[config.mk]
export PLATFORM = sky130hd
export DESIGN_NAME = fifo_burst_reader
export DESIGN_NICKNAME = d
export VERILOG_FILES = /design/src/rtl/fifo_rd_defs.sv /design/src/rtl/fifo_rd_skid.sv /design/src/rtl/fifo_burst_reader.sv
export SDC_FILE = /design/constraint.sdc
export NUM_CORES = 1
export LEC_CHECK = 0
export ABC_CLOCK_PERIOD_IN_PS = 3000
export CORE_MARGIN = 1.5
export CORE_UTILIZATION = 42
export CTS_BUF_LIST = sky130_fd_sc_hd__clkbuf_4 sky130_fd_sc_hd__clkbuf_8 sky130_fd_sc_hd__clkbuf_16
export CTS_CLUSTER_DIAMETER = 30
export DETAILED_ROUTE_END_ITERATION = 8
export GPL_ROUTABILITY_DRIVEN = 1
export PLACE_DENSITY = 0.78
export SYNTH_ARGS = -nofsm -noshare
export SYNTH_HDL_FRONTEND = slang
export SYNTH_SLANG_ARGS = --single-unit
[constraint.sdc]
create_clock -name clk -period 3 [get_ports clk]
set_input_delay 0.9 -clock clk [delete_from_list [all_inputs] [get_ports clk]]
set_output_delay 0.9 -clock clk [all_outputs]
set_load 0.03 [all_outputs]
[src/rtl/fifo_rd_defs.sv]
// Shared definitions for the FIFO burst reader: FSM state encoding and skid depth.
package fifo_rd_defs;

  typedef enum logic [1:0] {
    ST_IDLE = 2'd0,
    ST_RUN  = 2'd1,
    ST_DONE = 2'd2
  } state_e;

  localparam int unsigned SKID_DEPTH = 2;

endpackage

[src/rtl/fifo_rd_skid.sv]
// Two-entry in-order skid buffer that absorbs the FIFO's registered read latency.
module fifo_rd_skid
  import fifo_rd_defs::*;
#(
  parameter int unsigned WIDTH = 8
) (
  input  logic             clk,
  input  logic             rst,
  input  logic             push,
  input  logic [WIDTH-1:0] push_data,
  input  logic             pop,
  output logic             valid,
  output logic [WIDTH-1:0] data,
  output logic [1:0]       cnt
);

  logic [WIDTH-1:0] mem_q [SKID_DEPTH];
  logic             head_q;
  logic [1:0]       cnt_q;
  logic             tail;

  // With two slots the tail is the head when the count is even, the other slot when odd.
  assign tail  = head_q ^ cnt_q[0];
  assign valid = (cnt_q != 2'd0);
  assign data  = mem_q[head_q];
  assign cnt   = cnt_q;

  always_ff @(posedge clk) begin
    if (rst) begin
      mem_q[0] <= '0;
      mem_q[1] <= '0;
      head_q   <= 1'b0;
      cnt_q    <= 2'd0;
    end else begin
      if (push) begin
        mem_q[tail] <= push_data;
      end
      if (pop) begin
        head_q <= ~head_q;
      end
      unique case ({push, pop})
        2'b10:   cnt_q <= cnt_q + 2'd1;
        2'b01:   cnt_q <= cnt_q - 2'd1;
        default: cnt_q <= cnt_q;
      endcase
    end
  end

endmodule

[src/rtl/fifo_burst_reader.sv]
// Read-side burst master for sync_fifo: issues reads for a commanded burst and streams
// the words out on a valid/ready interface at up to one word per clock.
module fifo_burst_reader
  import fifo_rd_defs::*;
#(
  parameter int unsigned WIDTH = 8,
  parameter int unsigned LEN_W = 5
) (
  input  logic             clk,
  input  logic             rst,
  input  logic             cmd_start,
  input  logic [LEN_W-1:0] cmd_len,
  output logic             busy,
  output logic             done,
  output logic             fifo_rd_en,
  input  logic [WIDTH-1:0] fifo_dout,
  input  logic             fifo_empty,
  output logic             m_valid,
  output logic [WIDTH-1:0] m_data,
  input  logic             m_ready
);

  state_e           state_q;
  logic [LEN_W-1:0] req_left_q;
  logic [LEN_W-1:0] sent_left_q;
  logic             inflight_q;
  logic             busy_q;
  logic             done_q;

  logic             pop;
  logic [1:0]       skid_cnt;
  logic [2:0]       occupancy;

  assign pop = m_valid && m_ready;

  // Occupancy after this edge if no new read is issued; pop implies skid_cnt >= 1.
  assign occupancy = {1'b0, skid_cnt} + {2'b00, inflight_q} - {2'b00, pop};

  assign fifo_rd_en = (state_q == ST_RUN) && !fifo_empty && (req_left_q != '0) &&
                      (occupancy < 3'd2);

  assign busy = busy_q;
  assign done = done_q;

  fifo_rd_skid #(
    .WIDTH(WIDTH)
  ) u_skid (
    .clk      (clk),
    .rst      (rst),
    .push     (inflight_q),
    .push_data(fifo_dout),
    .pop      (pop),
    .valid    (m_valid),
    .data     (m_data),
    .cnt      (skid_cnt)
  );

  always_ff @(posedge clk) begin
    if (rst) begin
      state_q     <= ST_IDLE;
      req_left_q  <= '0;
      sent_left_q <= '0;
      inflight_q  <= 1'b0;
      busy_q      <= 1'b0;
      done_q      <= 1'b0;
    end else begin
      inflight_q <= fifo_rd_en;
      done_q     <= 1'b0;
      if (fifo_rd_en) begin
        req_left_q <= req_left_q - LEN_W'(1);
      end
      unique case (state_q)
        ST_IDLE: begin
          if (cmd_start) begin
            if (cmd_len != '0) begin
              state_q     <= ST_RUN;
              req_left_q  <= cmd_len;
              sent_left_q <= cmd_len;
              busy_q      <= 1'b1;
            end else begin
              state_q <= ST_DONE;
              done_q  <= 1'b1;
            end
          end
        end
        ST_RUN: begin
          if (pop) begin
            sent_left_q <= sent_left_q - LEN_W'(1);
            if (sent_left_q == LEN_W'(1)) begin
              state_q <= ST_DONE;
              busy_q  <= 1'b0;
              done_q  <= 1'b1;
            end
          end
        end
        ST_DONE: begin
          state_q <= ST_IDLE;
        end
        default: begin
          state_q <= ST_IDLE;
        end
      endcase
    end
  end

endmodule

==> run metrics, run 1 <==
outcome=finished, violations left; failing checks=negative setup slack; Layout Cells excl Fill=275; Setup WS pre-CTS=-0.714 ns; # setup viols final=2; Syn-to-layout area delta=36.6%; Fin. Hold Viols=0; placed cell area=2220 µm²; nets@finish=247; antenna violations before repair=0; Synth area leaders=edfxtp_1 (27%), dfxtp_1 (21%), and2_1 (6.0%); clock skew=0.00635 ns; Hold Path Depth=2; WHS Endpoint=sent_left_q[4]; Initial DRC Count=85; vias per cell=5.47; R2R depth=15; compound-gate portion of the synthesized area=11.2%; Die Width=68.1 µm; CTS Buffer Depth=2; I/O pins=30; syn_area_per_cell=10.5 µm²; all-layer global routing usage=19.3%; RR Endpoint=req_left_q[3]; Pre-antenna DRT Iters=4; crit path DAT=2.40 ns; Final Util=60.4%; HP Class=reg -> reg; multiplexer share of the synthesized area=6.18%; Critical Path End Type=output port; Final Cycle Share=110%; Crit-path slowest cell=fa_1; MaxCap Viol Count=0; number of library cell types mapped by synthesis=51; Worst-Margin Slew=0.542 ns; Root Buffer=clkbuf_8; global-route wire length before repair=6510 µm; Max Clk Rate=303 MHz; final wirelength=3960 µm; gr ovfl total=0; crit path cell chain=buf_6, and3b_2, a21o_1, nand2_1, fa_1, and4bb_2, nand3_4, inv_4, buf_6; die height=68.1 µm; share of cells above drive strength 1=25.8%; most used cell, CP=buf_6; Cells after Synth=169; register area share after synthesis=48.3%; maximum vdd ir drop=0.253 mV; Synth Cell Area=1780 µm²; number of global-route vias before repair=1437; Clk pin slew, worst setup/hold paths=0.07 ns; Mapped Nets=192; Power Density=444 nW/µm²; Leak=0.943 nW; Max Slew Vio Count=0; YS warnings=0; Setup WS post-layout=-0.303 ns; drc violations=0; routed wl met3=202 µm; r2r startpoint=u_skid.cnt[0]; HP Start=sent_left_q[4]; Top Family by Delay on Critical Path=simple AND/OR/NAND/NOR gates; die area=4640 µm²; Reg2Reg Setup Slack=0.25 ns; num rows=23; EDFF count, synth=16; CTS tree=done; CP startpoint kind=primary input; slew margin rel.=63.8%; flops & latches, synth=35; RSZ-0062 raised after global routing=true; clock sink total=35; Post-Synth Simple-Gate Area=23.4%; Cells after DPL=257; adder-cell share of the synthesized area=3.93%; remaining antenna violation count=0; DP HPWL=2690 µm; fin area=2430 µm²; Clock Latency Late Sink=0.29 ns; Async SR Flop Fraction=0%; Initial Util=44.2%; core footprint=4030 µm²; n_diodes=0; worst-path maximum fanout=3; TNS Setup=-0.366 ns; Crit path buffers/inverters=3; Post-Synth XOR/XNOR Area=3.44%; CP peak stage delay=0.48 ns; max layer used=met4; Synth top area share=27.0%; leading area contributor after synthesis=edfxtp_1; pin count of the biggest net entering global routing=17; Routed WL per cell=14.4 µm; PortBufs=29; gpl congestion=0.815; wl on met1=1620 µm; routed length on met2=2040 µm; Worst Setup SP=m_ready; fin crit period=3.30 ns; via count=1503; required time of the critical path=2.10 ns; top_reg_cell synth=dfxtp_1; crit path kind=in -> out; Inserted Clock Buffers=5; H-tree levels=2; largest family of logic cells by synthesized area=simple AND/OR/NAND/NOR gates
[worst register-to-register path, stage by stage, from the launching register on]
cell	delay [ns]
dfxtp_1	0.32
and3b_2	0.26
a21o_1	0.10
nand2_1	0.06
fa_1	0.48
and4bb_2	0.27
nand3_4	0.10
buf_6	0.14
buf_6	0.10
buf_6	0.10
buf_6	0.10
buf_6	0.11
buf_6	0.10
buf_6	0.11
o2111ai_2	0.17
nand3_1	0.11
[cell type report]
cell class	instances	area [µm²]
flip-flops and latches	35	861
repair buffers	54	510
fillers	352	1600
clock inverters	3	20.0
multi-input cells	120	878
inverters	8	32.5
clock buffers	5	68.8
well taps	50	62.6
[worst max path at each step]
stage,depth (start not counted),end,slack [ns]
2_1_floorplan,7,fifo_rd_en,-0.14
3_3_place_gp,9,fifo_rd_en,-0.67
4_1_cts,9,fifo_rd_en,-0.30
6_report,9,fifo_rd_en,-0.30
3_5_place_dp,9,fifo_rd_en,-0.71
5_1_grt,9,fifo_rd_en,-0.39
[Yosys cell counts (2+ instances only)]
library cell,number
mux2_2,8
nand4_1,4
o21ai_1,3
and2_1,17
a21oi_2,2
buf_2,2
clkbuf_1,3
nand3_2,2
inv_1,8
dfxtp_1,19
nor3_1,5
nor2b_1,2
nor2_1,11
mux2i_1,2
edfxtp_1,16
nand2_1,9
o32ai_1,2
a21o_1,2
xor2_1,2
ha_1,4
o21ai_0,3
a21oi_1,6
xnor2_1,5
nand3_1,5
[per-layer routing]
layer,global-route usage (%),vias up
li1,-,719
met1,22.1,726
met2,32.4,49
met3,5.43,9
met4,10.5,0
met5,0,-
[flip-flops by register name, summed over array words and instances, names as in the netlist, named ones only]
register and cells:
u_skid.head_q 1, sent_left_q 5, busy 1, inflight_q 1, u_skid.cnt 2, done 1, state_q 2, u_skid.mem_q 16
req_left_q 5
[logic make-up after synthesis]
group	count (synthesis)
AO/OA/AOI/OAI	28
XOR/XNOR	7
adder cells (fa/ha/maj)	5
buffers and inverters	14
flip-flops	35
multiplexers	10
AND/OR/NAND/NOR	70
[timing repair]
| action | 4_1_cts | 5_1_grt |
|---|---|---|
| gates resized for setup | 8 | 9 |
| setup endpoints to repair | 1 | 3 |
| pin swaps | 2 | 5 |
| buffers inserted | 9 | 2 |
| gates cloned | 0 | 0 |
| hold buffers | 0 | 0 |
[report_power, final]
part | total, W | internal, W | switching, W
registers | 0.000542 | 0.000522 | 0.0000206
clock network | 0.000339 | 0.000161 | 0.000178
logic | 0.000199 | 0.000102 | 0.0000975
total | 0.00108 | 0.000785 | 0.000296
[layout by cell type, fill, tap and decap left out, types with 2 or more instances in the layout]
cell type	count
clkdlybuf4s50_1	27
dfxtp_1	19
and2_1	17
buf_4	17
edfxtp_1	16
nor2_1	11
buf_6	10
nand2_1	9
mux2_2	8
inv_1	7
a21oi_1	6
xnor2_1	5
nor3_1	5
clkbuf_8	5
nand4_1	4
nand3_1	4
ha_1	4
o21ai_0	3
o21ai_1	3
a21o_1	2
xor2_1	2
a21oi_2	2
mux2i_1	2
nor2b_1	2
o32ai_1	2
nand3_2	2
clkinvlp_4	2
[per-stage QoR]
step / hold slack (ns) / total power [W]
after floorplan: 0.461 / 0.000656
after global placement: 0.478 / 0.000725
final: 0.494 / 0.00108
after detailed placement: 0.482 / 0.000729
after global routing: 0.540 / 0.00113
after CTS: 0.493 / 0.00108
Power figures use the tool's default switching activity.
==> inputs of run 2 (changes only) <==
--- a/config.mk
+++ b/config.mk
@@ -5,14 +5,15 @@
 export SDC_FILE = /design/constraint.sdc
 export NUM_CORES = 1
 export LEC_CHECK = 0
-export ABC_CLOCK_PERIOD_IN_PS = 3000
+export ABC_CLOCK_PERIOD_IN_PS = 4200
 export CORE_MARGIN = 1.5
 export CORE_UTILIZATION = 42
 export CTS_BUF_LIST = sky130_fd_sc_hd__clkbuf_4 sky130_fd_sc_hd__clkbuf_8 sky130_fd_sc_hd__clkbuf_16
 export CTS_CLUSTER_DIAMETER = 30
 export DETAILED_ROUTE_END_ITERATION = 8
 export GPL_ROUTABILITY_DRIVEN = 1
-export PLACE_DENSITY = 0.78
+export PLACE_DENSITY = 0.76
 export SYNTH_ARGS = -nofsm -noshare
 export SYNTH_HDL_FRONTEND = slang
+export SYNTH_HIERARCHICAL = 1
 export SYNTH_SLANG_ARGS = --single-unit
==> constraint.sdc (replaced) <==
create_clock -name clk -period 4.2 [get_ports clk]
set_input_delay 1.26 -clock clk [delete_from_list [all_inputs] [get_ports clk]]
set_output_delay 1.26 -clock clk [all_outputs]
set_load 0.03 [all_outputs]
==> run metrics, run 2 <==
outcome=completed; Worst-Margin Slew=0.618 ns; CTS Buffer Depth=2; Routed WL per cell=13.4 µm; Reg area=861 µm²; Inserted Clock Buffers=5; YS warnings=6; die area=4560 µm²; I/O pins=30; worst-path maximum fanout=2; fin area=2190 µm²; PortBufs=29; Pre-antenna DRT Iters=4; maximum vdd ir drop=0.166 mV; Synth top area share=27.5%; Fin. Hold Viols=0; max reg flops=16; die height=67.5 µm; crit path DAT=2.81 ns; Clock Latency Late Sink=0.28 ns; area of the multi-input gates=838 µm²; crit path kind=in -> out; Leak=0.821 nW; most numerous cell in the Yosys netlist=nor2_1; core footprint=4000 µm²; share of cells above drive strength 1=16.1%; number of global-route vias before repair=1227; flops & latches, synth=35; Root Buffer=clkbuf_8; remaining antenna violation count=0; Syn-to-layout area delta=25.4%; Max Clk Rate=246 MHz; global-route wire length before repair=5550 µm; gpl congestion=0.810; most frequent cells in the layout=clkdlybuf4s50_1 (27), nor2_1 (22), dfxtp_1 (19); top_reg_cell synth=dfxtp_1; Synth area leaders=edfxtp_1 (27%), dfxtp_1 (22%), mux2_2 (5.8%); CP startpoint kind=primary input; Layout Cells excl Fill=255; EDFF count, synth=16; MaxCap Viol Count=0; commonest non-fill, non-tap cell in the layout=clkdlybuf4s50_1; register area share after synthesis=49.2%; slew margin rel.=58.6%; clock skew=0.00332 ns; Max Slew Vio Count=0; placed cell area=2100 µm²; CTS Hold Bufs=0; vias per cell=5.30; Async SR Flop Fraction=0%; Die Width=67.5 µm; Clk pin slew, worst setup/hold paths=0.07 ns; pin count of the biggest net entering global routing=24; syn_area_per_cell=10.3 µm²; CTS tree=done; num rows=23; Initial Util=43.7%; # setup viols final=0; Final Cycle Share=96.8%; Mapped Nets=193; Power Density=367 nW/µm²; Reg2Reg Setup Slack=1.45 ns; Cells after Synth=170; RSZ-0062 raised after global routing=false; fin crit period=4.07 ns; Critical Path End Type=output port; via count=1351; clock sink total=35; drc violations=0; nets@finish=227; leading area contributor after synthesis=edfxtp_1; HP Class=reg -> reg; DP HPWL=2460 µm; final wirelength=3420 µm; Top reg by flops=u_skid/mem_q; all-layer global routing usage=16.6%; postcts setup bufs=0; layout filler cell count=372; Synth Cell Area=1750 µm²; H-tree levels=2; Initial DRC Count=67; biggest regs=u_skid/mem_q (16), req_left_q (5), sent_left_q (5); most instantiated cells after synthesis=nor2_1 (22), dfxtp_1 (19), nand2_1 (18), edfxtp_1 (16), mux2_2 (9); number of library cell types mapped by synthesis=47; gr ovfl total=0; n_diodes=0; required time of the critical path=2.94 ns; antenna violations before repair=0; Cells after DPL=247
## run 2: cell count changes after synthesis, sizes merged, moves of 3 or more
cell | previous run | this run
a21oi | 8 | 4
a31oi | 0 | 7
nor2 | 11 | 22
and2 | 18 | 0
nand2 | 10 | 18
a211oi | 0 | 3
or2 | 1 | 4
## run 2: worst max-delay path, stage by stage
cell             delay [ns]
clkdlybuf4s15_1        0.19
nand2_2                0.10
xnor2_2                0.11
nand2_1                0.07
fa_1                   0.48
nand4bb_1              0.13
nor3_2                 0.27
buf_4                  0.20
## run 2: kinds of logic (layout without fill, tap and decap cells)
group	after synthesis	after routing	synth area share, %
flops	35	35	49.2
fa+ha+maj	5	5	4.01
compound gates	30	30	12.0
xor+xnor	7	7	4.36
mux	9	9	5.79
simple gates	71	71	21.2
buf+inv	13	48	3.43
## run 2: cell type report
type,count,area share (%)
tap,50,2.85
clock buffer,6,3.48
multi-input combinational,122,38.2
inverter,7,1.20
sequential,35,39.2
timing repair buffer,33,14.7
clock inverter,2,0.342
## run 2: repair_timing
action / 4_1_cts / 5_1_grt
setup endpoints to repair: 1 / 1
pin swaps: 5 / 4
gates cloned: 0 / 0
resized for setup: 1 / 4
## run 2: report_power, final
group | internal, W | total, W | leakage, nW | switching, W
Clock | 0.000119 | 0.000232 | 0.0437 | 0.000113
Sequential | 0.000377 | 0.000399 | 0.321 | 0.0000216
Combinational | 0.0000818 | 0.000173 | 0.457 | 0.0000916
Total | 0.000578 | 0.000805 | 0.821 | 0.000226
## run 2: worst paths after layout
kind               endpoint           start  cells past startpoint
max reg2reg   req_left_q[1]   u_skid/cnt[0]                     10
max              fifo_rd_en         m_ready                      8
min reg2reg  sent_left_q[1]  sent_left_q[1]                      2
min          sent_left_q[1]  sent_left_q[1]                      2
## run 2: metal layers
layer	GRT usage, %	vias to the layer above	wire length (µm)
li1	-	683	-
met2	26.7	25	1600
met3	4.00	7	140
met4	6.89	0	57
met1	21.5	636	1620
met5	0	-	0
## run 2: stage by stage
step	hold WS [ns]	power, W	TNS, ns	worst slack [ns]	utilization [%]
2_1_floorplan	0.453	0.000515	0	0.133	-
3_3_place_gp	0.474	0.000573	-0.164	-0.164	52.4
3_5_place_dp	0.478	0.000576	-0.186	-0.186	52.4
4_1_cts	0.487	0.000806	0	0.0302	54.5
5_1_grt	0.508	0.000844	0	0.0109	54.8
6_report	0.480	0.000805	0	0.134	54.8
==> inputs of run 3 (changes only) <==
--- a/config.mk
+++ b/config.mk
@@ -6,7 +6,7 @@
 export NUM_CORES = 1
 export LEC_CHECK = 0
 export ABC_CLOCK_PERIOD_IN_PS = 4200
-export CORE_MARGIN = 1.5
+export CORE_MARGIN = 4
 export CORE_UTILIZATION = 42
 export CTS_BUF_LIST = sky130_fd_sc_hd__clkbuf_4 sky130_fd_sc_hd__clkbuf_8 sky130_fd_sc_hd__clkbuf_16
 export CTS_CLUSTER_DIAMETER = 30
==> run metrics, run 3 (synthesis gave the netlist of run 2 again) <==
biggest regs=u_skid/mem_q (16), req_left_q (5), sent_left_q (5); r2r startpoint=u_skid/cnt[0]; # setup viols final=0; Leak=0.811 nW; Setup WS post-layout=0.170 ns; remaining antenna violation count=0; Reg2Reg Setup Slack=1.42 ns; fin crit period=4.03 ns; crit path kind=in -> out; n_diodes=0; Inserted Clock Buffers=5; slew margin rel.=57.4%; die height=72.5 µm; CTS tree=done; Max Slew Vio Count=0; outcome=completed; RR Endpoint=req_left_q[1]; Routed WL per cell=13.6 µm; Fin. Hold Viols=0; gr ovfl total=0; Clk pin slew, worst setup/hold paths=0.07 ns; antenna violations before repair=0; crit path DAT=2.77 ns; Initial Util=43.7%; Clock Latency Late Sink=0.29 ns; clock sink total=35; HP Class=reg -> reg; Worst Setup SP=m_ready; Critical Path End Type=output port; die area=5260 µm²; Pre-antenna DRT Iters=4; vias per cell=5.31; CP startpoint kind=primary input; Final Util=54.4%; CP endpoint=fifo_rd_en; clock skew=0.00489 ns; Die Width=72.5 µm; commonest non-fill, non-tap cell in the layout=clkdlybuf4s50_1; Syn-to-layout area delta=24.5%; via count=1355; CTS Buffer Depth=2; num rows=23; Power Density=368 nW/µm²; all-layer global routing usage=14.9%; Initial DRC Count=95; Setup WS pre-CTS=-0.217 ns; most frequent cells in the layout=clkdlybuf4s50_1 (27), nor2_1 (22), dfxtp_1 (19); TNS Setup=0 ns; R2R depth=10; share of cells above drive strength 1=16.1%; core footprint=4000 µm²; I/O pins=30; Worst-Margin Slew=0.637 ns; max reg flops=16; Final Cycle Share=95.9%; PortBufs=29; worst-path maximum fanout=2; H-tree levels=2; DP HPWL=2570 µm; Root Buffer=clkbuf_8; drc violations=0; number of global-route vias before repair=1325; pin count of the biggest net entering global routing=24; final wirelength=3470 µm; gpl congestion=0.783; Max Clk Rate=248 MHz; RSZ-0062 raised after global routing=false; maximum vdd ir drop=0.166 mV; Top reg by flops=u_skid/mem_q; global-route wire length before repair=5970 µm; required time of the critical path=2.94 ns; nets@finish=227; MaxCap Viol Count=0
-- run 3: cell types whose count changed in the layout (fill, tap and decap cells not counted), sizes merged --
cell / change
clkbuf: +1
clkdlybuf4s15: -1
-- run 3: worst min-delay path by stage --
stage	from	to	slack, ns	depth (start not counted)
final	sent_left_q[1]	sent_left_q[1]	0.48	2
after CTS	sent_left_q[1]	sent_left_q[1]	0.49	2
after floorplan	sent_left_q[1]	sent_left_q[1]	0.45	2
after global placement	sent_left_q[1]	sent_left_q[1]	0.48	2
after detailed placement	sent_left_q[1]	sent_left_q[1]	0.48	2
after global routing	sent_left_q[1]	sent_left_q[1]	0.52	2
-- run 3: layout make-up --
| class | count | area (µm²) |
|---|---|---|
| repair buffers | 33 | 313 |
| flip-flops and latches | 35 | 861 |
| multi-input cells | 122 | 831 |
| well taps | 50 | 62.6 |
| inverters | 7 | 26.3 |
| clock buffers | 6 | 76.3 |
| fillers | 368 | 1820 |
| clock inverters | 2 | 7.51 |
-- run 3: worst max-delay path, cell delays in order --
cell and delay [ns]:
clkbuf_2 0.10, nand2_2 0.06, xnor2_1 0.13, nand2_1 0.09, fa_1 0.51, nand4bb_1 0.15
nor3_2 0.27, buf_4 0.20
-- run 3: metrics by stage --
step	cells	area [µm²]	power, W	hold WS (ns)
2_1_floorplan	170	1750	0.000515	0.453
6_report	255	2180	0.000800	0.480
5_1_grt	255	2180	0.000848	0.523
3_5_place_dp	247	2100	0.000577	0.478
4_1_cts	255	2180	0.000812	0.486
3_3_place_gp	247	2100	0.000574	0.476
-- run 3: per-layer routing --
| layer | track usage [%] | up-vias | share of wire [%] |
|---|---|---|---|
| li1 | - | 688 | - |
| met1 | 18.4 | 632 | 47 |
| met2 | 24.1 | 29 | 46 |
| met3 | 4.16 | 6 | 5.3 |
| met4 | 6.76 | 0 | 1.6 |
| met5 | 0 | - | 0 |
-- run 3: repair_timing --
action / CTS / global route
setup buffers: 0 / 0
hold buffers: 0 / 0
resized for setup: 1 / 3
pin swaps: 4 / 4
setup endpoints to repair: 1 / 1
-- run 3: power by group --
group | leakage (nW) | switching, W | internal [W] | total [W]
combinational | 0.446 | 0.0000910 | 0.0000799 | 0.000171
clock | 0.0437 | 0.000112 | 0.000119 | 0.000231
sequential | 0.321 | 0.0000207 | 0.000377 | 0.000398
total | 0.811 | 0.000224 | 0.000577 | 0.000800
